File: src/rtl/rv_load_store_unit_pkg.sv
// Shared types for the RISC-V load/store unit.
// Access sizes, FSM states and captured request control.
package rv_load_store_unit_pkg;

  typedef enum logic [1:0] {
    SIZE_B = 2'b00,
    SIZE_H = 2'b01,
    SIZE_W = 2'b10,
    SIZE_D = 2'b11
  } size_e;

  typedef enum logic [2:0] {
    IDLE,
    BEAT0,
    WAIT0,
    BEAT1,
    WAIT1,
    RESP
  } state_e;

  typedef struct packed {
    logic  we;
    size_e size;
    logic  uns;
  } req_ctl_t;

  function automatic logic [3:0] size_bytes(size_e s);
    return 4'd1 << s;
  endfunction

endpackage

File: src/rtl/rv_load_store_unit_if.sv
// Core request/response and bus beat signals of the LSU.
// slave is the LSU view, master the core-plus-memory view.
interface rv_load_store_unit_if #(
  parameter int XLEN = 32
);

  logic              req_valid;
  logic              req_ready;
  logic              req_we;
  logic [1:0]        req_size;
  logic              req_unsigned;
  logic [XLEN-1:0]   req_addr;
  logic [XLEN-1:0]   req_wdata;

  logic              rsp_valid;
  logic              rsp_ready;
  logic [XLEN-1:0]   rsp_rdata;
  logic              rsp_error;

  logic              mem_req_valid;
  logic              mem_req_ready;
  logic [XLEN-1:0]   mem_addr;
  logic              mem_we;
  logic [XLEN/8-1:0] mem_be;
  logic [XLEN-1:0]   mem_wdata;
  logic              mem_rsp_valid;
  logic [XLEN-1:0]   mem_rsp_rdata;

  modport slave (
    input  req_valid, req_we, req_size,
    input  req_unsigned, req_addr, req_wdata,
    output req_ready,
    output rsp_valid, rsp_rdata, rsp_error,
    input  rsp_ready,
    output mem_req_valid, mem_addr, mem_we,
    output mem_be, mem_wdata,
    input  mem_req_ready,
    input  mem_rsp_valid, mem_rsp_rdata
  );

  modport master (
    output req_valid, req_we, req_size,
    output req_unsigned, req_addr, req_wdata,
    input  req_ready,
    input  rsp_valid, rsp_rdata, rsp_error,
    output rsp_ready,
    input  mem_req_valid, mem_addr, mem_we,
    input  mem_be, mem_wdata,
    output mem_req_ready,
    output mem_rsp_valid, mem_rsp_rdata
  );

endinterface

File: src/rtl/rv_lsu_align.sv
// Lane shifter for the LSU: positions store bytes/enables for
// both beats and assembles/extends load data from two beats.
module rv_lsu_align
  import rv_load_store_unit_pkg::*;
#(
  parameter int XLEN = 32,
  localparam int NB = XLEN / 8,
  localparam int OW = $clog2(NB)
) (
  input  size_e           size,
  input  logic [OW-1:0]   offset,
  input  logic            is_unsigned,
  input  logic [XLEN-1:0] wdata,
  input  logic [XLEN-1:0] lo,
  input  logic [XLEN-1:0] hi,
  output logic [NB-1:0]   be0,
  output logic [NB-1:0]   be1,
  output logic [XLEN-1:0] wd0,
  output logic [XLEN-1:0] wd1,
  output logic [XLEN-1:0] ldata
);

  logic [OW+2:0]     sh;
  logic [3:0]        nbytes;
  logic [NB-1:0]     smask;
  logic [XLEN-1:0]   dmask;
  logic [2*NB-1:0]   be_w;
  logic [2*XLEN-1:0] wd_w;
  logic [XLEN-1:0]   raw;

  assign sh     = {offset, 3'b000};
  assign nbytes = size_bytes(size);

  // Byte and bit masks covering the access size.
  always_comb begin
    smask = '0;
    dmask = '0;
    for (int i = 0; i < NB; i++) begin
      smask[i]       = (i < int'(nbytes));
      dmask[8*i +: 8] = {8{smask[i]}};
    end
  end

  // Double-width shift: low half is beat 0, high half beat 1.
  assign be_w = {{NB{1'b0}}, smask} << offset;
  assign wd_w = {{XLEN{1'b0}}, wdata & dmask} << sh;
  assign be0  = be_w[NB-1:0];
  assign be1  = be_w[2*NB-1:NB];
  assign wd0  = wd_w[XLEN-1:0];
  assign wd1  = wd_w[2*XLEN-1:XLEN];

  assign raw = XLEN'({hi, lo} >> sh);

  // Truncate to size, then sign- or zero-extend.
  always_comb begin
    ldata = raw;
    unique case (size)
      SIZE_B:
        ldata = is_unsigned ? XLEN'(raw[7:0])
                            : XLEN'($signed(raw[7:0]));
      SIZE_H:
        ldata = is_unsigned ? XLEN'(raw[15:0])
                            : XLEN'($signed(raw[15:0]));
      SIZE_W:
        ldata = is_unsigned ? XLEN'(raw[31:0])
                            : XLEN'($signed(raw[31:0]));
      SIZE_D:
        ldata = raw;
      default:
        ldata = raw;
    endcase
  end

endmodule

File: src/rtl/rv_load_store_unit.sv
// RISC-V load/store unit: one request at a time, up to two
// aligned bus beats per access, sign/zero-extended load result.
module rv_load_store_unit
  import rv_load_store_unit_pkg::*;
#(
  parameter int XLEN = 32,
  parameter bit SPLIT_MISALIGNED = 1'b0
) (
  input logic             clk,
  input logic             rst_n,
  rv_load_store_unit_if.slave bus
);

  localparam int NB = XLEN / 8;
  localparam int OW = $clog2(NB);

  state_e          state_q;
  state_e          state_d;
  req_ctl_t        ctl_q;
  logic [XLEN-1:0] addr_q;
  logic [XLEN-1:0] wdata_q;
  logic [XLEN-1:0] rdata0_q;
  logic [XLEN-1:0] rsp_rdata_q;
  logic            rsp_error_q;

  logic            idle;
  logic            beat;
  logic            hi_beat;
  logic            resp;

  size_e           in_size;
  logic [4:0]      in_off;
  logic [4:0]      in_nb;
  logic            in_illegal;
  logic            in_mis;
  logic            in_err;

  logic [OW-1:0]   off_q;
  logic            split;
  logic [XLEN-1:0] base;
  logic [XLEN-1:0] ld_lo;
  logic [XLEN-1:0] ldata;
  logic [XLEN-1:0] ld_res;
  logic [NB-1:0]   be0;
  logic [NB-1:0]   be1;
  logic [XLEN-1:0] wd0;
  logic [XLEN-1:0] wd1;

  logic            acc;
  logic            fin0;
  logic            fin1;

  // Incoming request classification.
  assign in_size    = size_e'(bus.req_size);
  assign in_off     = 5'(bus.req_addr[OW-1:0]);
  assign in_nb      = 5'(size_bytes(in_size));
  assign in_illegal = (XLEN == 32) && (in_size == SIZE_D);
  assign in_mis     = |(in_off & (in_nb - 5'd1));
  assign in_err     = in_illegal ||
                      (in_mis && !SPLIT_MISALIGNED);

  // Captured access: second beat needed when it crosses a word.
  assign off_q = addr_q[OW-1:0];
  assign split = SPLIT_MISALIGNED &&
                 ((5'(off_q) + 5'(size_bytes(ctl_q.size)))
                  > 5'(NB));

  assign base  = {addr_q[XLEN-1:OW], {OW{1'b0}}};
  assign ld_lo = (state_q == WAIT1) ? rdata0_q
                                    : bus.mem_rsp_rdata;

  rv_lsu_align #(
    .XLEN(XLEN)
  ) u_align (
    .size       (ctl_q.size),
    .offset     (off_q),
    .is_unsigned(ctl_q.uns),
    .wdata      (wdata_q),
    .lo         (ld_lo),
    .hi         (bus.mem_rsp_rdata),
    .be0        (be0),
    .be1        (be1),
    .wd0        (wd0),
    .wd1        (wd1),
    .ldata      (ldata)
  );

  assign ld_res = ctl_q.we ? '0 : ldata;

  // State register.
  always_ff @(posedge clk or negedge rst_n) begin
    if (!rst_n) state_q <= IDLE;
    else        state_q <= state_d;
  end

  // Next state and state-decoded strobes.
  always_comb begin
    state_d = state_q;
    idle    = 1'b0;
    beat    = 1'b0;
    hi_beat = 1'b0;
    resp    = 1'b0;
    unique case (state_q)
      IDLE: begin
        idle = 1'b1;
        if (bus.req_valid)
          state_d = in_err ? RESP : BEAT0;
      end
      BEAT0: begin
        beat = 1'b1;
        if (bus.mem_req_ready) state_d = WAIT0;
      end
      WAIT0: begin
        if (bus.mem_rsp_valid)
          state_d = split ? BEAT1 : RESP;
      end
      BEAT1: begin
        beat    = 1'b1;
        hi_beat = 1'b1;
        if (bus.mem_req_ready) state_d = WAIT1;
      end
      WAIT1: begin
        if (bus.mem_rsp_valid) state_d = RESP;
      end
      RESP: begin
        resp = 1'b1;
        if (bus.rsp_ready) state_d = IDLE;
      end
      default: state_d = IDLE;
    endcase
  end

  assign acc  = idle && bus.req_valid;
  assign fin0 = (state_q == WAIT0) && bus.mem_rsp_valid;
  assign fin1 = (state_q == WAIT1) && bus.mem_rsp_valid;

  // Request capture and response data registers.
  always_ff @(posedge clk or negedge rst_n) begin
    if (!rst_n) begin
      ctl_q       <= '0;
      addr_q      <= '0;
      wdata_q     <= '0;
      rdata0_q    <= '0;
      rsp_rdata_q <= '0;
      rsp_error_q <= 1'b0;
    end else begin
      unique case (1'b1)
        acc: begin
          ctl_q.we    <= bus.req_we;
          ctl_q.size  <= in_size;
          ctl_q.uns   <= bus.req_unsigned;
          addr_q      <= bus.req_addr;
          wdata_q     <= bus.req_wdata;
          rsp_error_q <= in_err;
          rsp_rdata_q <= '0;
        end
        fin0: begin
          rdata0_q <= bus.mem_rsp_rdata;
          if (!split) rsp_rdata_q <= ld_res;
        end
        fin1: begin
          rsp_rdata_q <= ld_res;
        end
        default: ;
      endcase
    end
  end

  assign bus.req_ready     = idle;
  assign bus.rsp_valid     = resp;
  assign bus.rsp_rdata     = rsp_rdata_q;
  assign bus.rsp_error     = rsp_error_q;
  assign bus.mem_req_valid = beat;
  assign bus.mem_we        = ctl_q.we;
  assign bus.mem_addr      = hi_beat ? base + XLEN'(NB)
                                     : base;
  assign bus.mem_be        = !beat   ? '0
                           : hi_beat ? be1 : be0;
  assign bus.mem_wdata     = hi_beat ? wd1 : wd0;

endmodule

File: src/flat_wrapper.sv
// flat-port wrapper written by rule: the top's interface ports become plain ports
module rv_load_store_unit_flat import rv_load_store_unit_pkg::*;
#(
  parameter int XLEN = 32,
  parameter bit SPLIT_MISALIGNED = 1'b0
)
  (clk, rst_n, bus_req_valid, bus_req_we, bus_req_size, bus_req_unsigned, bus_req_addr, bus_req_wdata, bus_req_ready, bus_rsp_valid, bus_rsp_rdata, bus_rsp_error, bus_rsp_ready, bus_mem_req_valid, bus_mem_addr, bus_mem_we, bus_mem_be, bus_mem_wdata, bus_mem_req_ready, bus_mem_rsp_valid, bus_mem_rsp_rdata);
  rv_load_store_unit_if #(.XLEN(XLEN)) bus_i ();
  input logic clk;
  input logic rst_n;
  input wire logic [$bits(bus_i.req_valid)-1:0] bus_req_valid;
  input wire logic [$bits(bus_i.req_we)-1:0] bus_req_we;
  input wire logic [$bits(bus_i.req_size)-1:0] bus_req_size;
  input wire logic [$bits(bus_i.req_unsigned)-1:0] bus_req_unsigned;
  input wire logic [$bits(bus_i.req_addr)-1:0] bus_req_addr;
  input wire logic [$bits(bus_i.req_wdata)-1:0] bus_req_wdata;
  output wire logic [$bits(bus_i.req_ready)-1:0] bus_req_ready;
  output wire logic [$bits(bus_i.rsp_valid)-1:0] bus_rsp_valid;
  output wire logic [$bits(bus_i.rsp_rdata)-1:0] bus_rsp_rdata;
  output wire logic [$bits(bus_i.rsp_error)-1:0] bus_rsp_error;
  input wire logic [$bits(bus_i.rsp_ready)-1:0] bus_rsp_ready;
  output wire logic [$bits(bus_i.mem_req_valid)-1:0] bus_mem_req_valid;
  output wire logic [$bits(bus_i.mem_addr)-1:0] bus_mem_addr;
  output wire logic [$bits(bus_i.mem_we)-1:0] bus_mem_we;
  output wire logic [$bits(bus_i.mem_be)-1:0] bus_mem_be;
  output wire logic [$bits(bus_i.mem_wdata)-1:0] bus_mem_wdata;
  input wire logic [$bits(bus_i.mem_req_ready)-1:0] bus_mem_req_ready;
  input wire logic [$bits(bus_i.mem_rsp_valid)-1:0] bus_mem_rsp_valid;
  input wire logic [$bits(bus_i.mem_rsp_rdata)-1:0] bus_mem_rsp_rdata;
  assign bus_i.req_valid = bus_req_valid;
  assign bus_i.req_we = bus_req_we;
  assign bus_i.req_size = bus_req_size;
  assign bus_i.req_unsigned = bus_req_unsigned;
  assign bus_i.req_addr = bus_req_addr;
  assign bus_i.req_wdata = bus_req_wdata;
  assign bus_req_ready = bus_i.req_ready;
  assign bus_rsp_valid = bus_i.rsp_valid;
  assign bus_rsp_rdata = bus_i.rsp_rdata;
  assign bus_rsp_error = bus_i.rsp_error;
  assign bus_i.rsp_ready = bus_rsp_ready;
  assign bus_mem_req_valid = bus_i.mem_req_valid;
  assign bus_mem_addr = bus_i.mem_addr;
  assign bus_mem_we = bus_i.mem_we;
  assign bus_mem_be = bus_i.mem_be;
  assign bus_mem_wdata = bus_i.mem_wdata;
  assign bus_i.mem_req_ready = bus_mem_req_ready;
  assign bus_i.mem_rsp_valid = bus_mem_rsp_valid;
  assign bus_i.mem_rsp_rdata = bus_mem_rsp_rdata;
  rv_load_store_unit #(.XLEN(XLEN), .SPLIT_MISALIGNED(SPLIT_MISALIGNED)) u_core (.clk(clk), .rst_n(rst_n), .bus(bus_i));
endmodule
File: config.mk
export PLATFORM = sky130hd
export DESIGN_NAME = rv_load_store_unit_flat
export DESIGN_NICKNAME = d
export VERILOG_FILES = /design/src/rtl/rv_load_store_unit_pkg.sv /design/src/rtl/rv_load_store_unit_if.sv /design/src/rtl/rv_lsu_align.sv /design/src/rtl/rv_load_store_unit.sv /design/src/flat_wrapper.sv
export SDC_FILE = /design/constraint.sdc
export NUM_CORES = 1
export LEC_CHECK = 0
export CORE_UTILIZATION = 35
export CTS_BUF_LIST = sky130_fd_sc_hd__clkbuf_16
export DETAILED_ROUTE_END_ITERATION = 10
export PLACE_DENSITY = 0.7
export SETUP_SLACK_MARGIN = 0.1
export SYNTH_ARGS = -nofsm -noshare
export SYNTH_HDL_FRONTEND = slang
export SYNTH_SLANG_ARGS = --single-unit
File: constraint.sdc
create_clock -name clk -period 3.4 [get_ports clk]
set_input_delay 1.02 -clock clk [delete_from_list [all_inputs] [get_ports clk]]
set_output_delay 1.02 -clock clk [all_outputs]
set_load 0.01 [all_outputs]
# == Yosys cells after proc, flatten, opt, wreduce, memory -nomap -nowiden ==
# Cells that the tools add are included.
# op_classes
multipliers,0
shift,5
n_eq_ne,14
div,0
add_sub_neg,2
bitwise_logic,2
order_cmp,4
mux,21
reduce_logical,13
# op_table
operator,count
two-way mux 32 bit,6
case mux 32 bit (3 select lines),1
case mux 32 bit (2 select lines),1
<< shifter 32 x 5 -> 64 bit,1
>> shifter 64 x 5 -> 32 bit,1
adder 32 x 3 -> 32 bit (second input constant),1
AND 32 bit,1
two-way mux 3 bit,6
case mux 3 bit (5 select lines),1
< comparator 1 x 4 -> 1 bit (first input constant),2
< comparator 2 x 4 -> 1 bit (first input constant),2
two-way mux 4 bit,2
inequality test 2 bit (second input constant),4
OR reduction 2 bit,4
<< shifter 1 x 2 -> 4 bit (first input constant),2
<< shifter 4 x 2 -> 8 bit,1
== test 2 bit (second input constant),3
== test 3 x 2 -> 1 bit (second input constant),2
== test 3 bit (second input constant),2
AND 2 x 5 -> 5 bit,1
AND reduction 5 bit,1
OR reduction 5 bit,1
subtractor 4 x 1 -> 5 bit (second input constant),1
two-way mux 1 bit,4
8 further kinds,10
# word_totals
ram_bits,0
mem_bits_ro,0
latchBits,0
out_inout_bits,105
elab_cells,70
register_bits,136
inputBits,106
memories,0

# == Logic depth before layout (Yosys ltp) ==
# logic_depth
ltp_word,8
mapped_depth,8

# == Cells and area by module ==
# A second synthesis with hierarchy kept.
# unflattened
cells_unflattened,827
hier_area_um2,8642.0
# by_module_without_submodules
mod,n_inst,seq_area_each_um2,area_per_inst_um2,cells_per_inst
rv_load_store_unit,1,3403.3,6628.9,571
rv_lsu_align,1,0.0,2013.2,256

# == Worst setup path before layout ==
# OpenSTA, ideal clock, no wires.
# synth_timing
path_kind,register -> output
from,register u_core.state_q[2]
to,output bus_mem_addr[30]
stages_incl_launch_ff,7
arrival_time_ps,1863
slack_ps,517
cell_sequence,dfrtp_1 > buf_2 > nand3b_2 > nor3_1 > and4bb_2 > nand3_1 > xnor2_1
# synth_via
elab_chain_cells,3
# synth_rtl
item,line_no,rtl
from (decl),rv_load_store_unit.sv:17,state_e state_q;
from (signal assigned),rv_load_store_unit.sv:93,else state_q <= state_d;
== test 3 x 2 -> 1 bit,rv_load_store_unit.sv:103,unique case (state_q)
two-way mux 1 bit,rv_load_store_unit.sv:103,
two-way mux 32 bit,rv_load_store_unit.sv:175,assign bus.mem_addr = hi_beat ? base + XLEN'(NB)
to (decl),flat_wrapper.sv:23,output wire logic [$bits(bus_i.mem_addr)-1:0] bus_mem_addr;
# Every way passes these cells.

# == Final worst setup path ==
# layout_timing
from,register u_core.addr_q[14]
to,output bus_mem_addr[20]
# layout_via
elab_chain_cells,2
# layout_rtl
item,line_no,rtl
from (decl),rv_load_store_unit.sv:20,logic [XLEN-1:0] addr_q;
from (signal assigned),rv_load_store_unit.sv:152,addr_q <= bus.req_addr;
adder 32 x 3 -> 32 bit,rv_load_store_unit.sv:175,
two-way mux 32 bit,rv_load_store_unit.sv:175,
# Every way passes these cells.

==> results.toml <==
[clock_tree]
h-tree-depth = 4
cts_tree = "built"
path_clk_slew_ns = 0.06
cts_buffers = 17
clock_latency_ns = 0.42
clockBufferDepth = 2
numClockSinks = 136
clockRootBuffer = "clkbuf_16"

[placement]
gp_congestion = 0.8407
dp_slack_ns = 0.2051
dp_hpwl_um = 17830
numPortBuffers = 208

[setup_path]
start_kind = "register"
cp-end-kind = "output port"
critPathArrivalTime_ns = 2.25
critPathRequiredTime_ns = 2.38
worstRegToRegCells = 6
path_class = "reg -> out"
critPathMaxFanout = 4

[synth]
avgSynthCellArea_um2 = 10.70
synth-edff-count = 0
synthCells = 769
synthesis.area_mm2 = 0.008227
ys_seq_elements = 136
synth_top_cell_area_share = 0.4137
ys_async_sr_fraction = 1.000
yosys-top-cells-area = "dfrtp_1 41%, mux2_2 16%, mux4_2 6.8%"
ys.flop_type = "dfrtp_1"
synth_warnings = 0
synth_cell_types = 50
synth_top_area_cell = "dfrtp_1"
ys_seq_area_frac = 0.4137

[timing]
worst_slack_ns = 0.1344
final_hold_viol_count = 0
rsz0062_at_grt = "true"
max_freq_mhz = 306.2
finalCriticalPeriod_ns = 3.266
tns_ns = 0
setup_viol = 0
tightest_slew_ns = 0.5804
post-route-period-util = 0.9605
skew_ns = 0.008814
slew_violations = 0
max_slew_margin = 0.6131

[layout]
fin_nets = 1112
seqCellArea_mm2 = 0.003411
fillCellCount = 2040
areaGrowthSynthToFinish_pct = 41.60
final_common_cell = "clkdlybuf4s50_1"
drive_above_1_share = 0.2780
final_cell_mix = "162 x clkdlybuf4s50_1, 130 x dfrtp_1, 114 x mux2_2"
multi_input_area_mm2 = 0.004634

[pwr]
intPower_mw = 6.752
ir_drop_uv = 438.6
powerDensity_mw_per_mm2 = 969.8
power_mw = 11.30
p_leak_nw = 4.930
sw_frac_of_total = 0.4023
p_switching_mw = 4.545
p_seq_frac = 0.281
combPwrFrac = 0.561
clockPowerShare = 0.158

[route]
routedWlPerCell_um = 18.94
drc = 0
ant_nets = 0
dr.pass1.iters = 5
vias = 7170
drtIter0Drc = 574
wirelength_um = 25270
vias_per_cell = 5.375

[floorplan]
initial_core_util = 0.3601
die_area_mm2 = 0.02412
ios = 211
row_count = 55
die_x_um = 155.3
fp.coreArea_mm2 = 0.02285
dieHeight_um = 155.3

[min_path]
hold_class = "reg -> reg"
hold_depth = 1

[grt]
gr-total-overflow = 0
grt_pass1_vias = 6812
grt_antenna_before_repair = 3
grt_pass1_wl_um = 38500
grt_max_degree = 59
grt_util_all_layers = 0.2078

[run]
maxCapViolations = 0

[outcome]
outcome = "finished clean"
==> cell families after synthesis <==
| family | after synthesis | share of synthesized area |
|---|---|---|
| multiplexers | 163 | 0.2537 |
| buffers and inverters | 67 | 0.04046 |
| flip-flops | 136 | 0.4137 |
| other | 1 | 0.0004558 |
| adder cells (fa/ha/maj) | 1 | 0.001521 |
| XOR/XNOR | 30 | 0.03194 |
| AND/OR/NAND/NOR | 196 | 0.1094 |
| AO/OA/AOI/OAI | 175 | 0.1489 |
==> critical path, stage by stage (launching register included) <==
cell,delay [ns]
dfrtp_1,0.42
nand3_1,0.16
nor3_4,0.23
nand4_1,0.21
buf_4,0.21
nor2_1,0.14
xor2_1,0.16
dlygate4sd2_1,0.28
==> cells in the mapped netlist, types with 2 or more instances <==
| library cell | n |
|---|---|
| and3_1 | 11 |
| a221o_1 | 7 |
| a32oi_1 | 23 |
| nand4_1 | 7 |
| a2bb2oi_1 | 9 |
| a22oi_2 | 4 |
| a22oi_1 | 13 |
| o211ai_1 | 8 |
| a211oi_1 | 3 |
| or3_1 | 3 |
| mux2i_1 | 24 |
| inv_1 | 8 |
| o22a_1 | 7 |
| dfrtp_1 | 136 |
| mux4_2 | 25 |
| a21oi_1 | 42 |
| nand3_1 | 15 |
| nor2_1 | 47 |
| nor3_1 | 14 |
| nor4_1 | 2 |
| nand2b_1 | 3 |
| a21o_1 | 7 |
| and2_1 | 4 |
| mux2_2 | 114 |
| buf_2 | 20 |
| nand2_1 | 82 |
| buf_6 | 4 |
| or2_2 | 3 |
| xnor2_1 | 20 |
| clkbuf_1 | 26 |
| o21ai_0 | 37 |
| o2bb2ai_1 | 8 |
| buf_4 | 7 |
| xor2_1 | 10 |
==> layout make-up <==
cell class,count,share of cell area
clock buffer,17,0.03652
tap,313,0.03362
timing repair buffer,272,0.2229
clock inverter,15,0.01235
sequential,136,0.2928
inverter,10,0.003330
antenna,3,0.0006445
multi-input combinational,568,0.3979
==> power by group through the flow <==
stage / sequential [mW] / combinational (mW) / clock (mW)
floorplan: 3.00 / 3.79 / 0
global placement: 3.16 / 6.03 / 0
detailed placement: 3.19 / 6.11 / 0
CTS: 3.13 / 6.17 / 1.81
global route: 3.28 / 6.83 / 1.89
finish: 3.17 / 6.34 / 1.78
==> what timing repair did <==
item,4_1_cts,5_1_grt
cloned,1,0
buffers inserted,12,17
hold buffers,0,0
setup endpoints to repair,59,44
resized for setup,61,39
hold endpoints to repair,0,0
pin swaps,9,8
==> path summary, 6_finish.rpt <==
check | from | to | slack, ns
max | u_core.addr_q[14] | bus_mem_addr[20] | 0.13
min | u_core.rdata0_q[2] | u_core.rdata0_q[2] | 0.50
max reg2reg | u_core.state_q[1] | u_core.bus.rsp_rdata[16] | 0.72
min reg2reg | u_core.rdata0_q[2] | u_core.rdata0_q[2] | 0.50
max in group asynchronous | rst_n | u_core.rdata0_q[3] | 2.08
min in group asynchronous | rst_n | u_core.addr_q[10] | 0.55
==> flip-flops by register name, indices dropped and copies added, names as in the netlist <==
name and flops:
u_core.bus.rsp_error 1, u_core.wdata_q 32, u_core.bus.rsp_rdata 32, u_core.state_q 3, u_core.addr_q 32, u_core.ctl_q 3
u_core.bus.mem_we 1, u_core.rdata0_q 32
==> metrics by stage <==
step	cell area [um2]	instances	hold WS, ns	util
final	11650	1334	0.4995	0.5099
after global placement	10700	1269	0.4800	0.4685
after CTS	11390	1314	0.5055	0.4986
after global routing	11640	1332	0.5145	0.5096
after detailed placement	10700	1269	0.4922	0.4685
after floorplan	8230	770	0.4752	-
==> per-layer routing <==
layer / global-route usage / part of all wire
met5: 0 / 0
met4: 0.07470 / 0.023
met3: 0.03928 / 0.055
met2: 0.3314 / 0.48
met1: 0.2817 / 0.44
Note: power is estimated with default switching activity, not from simulation.
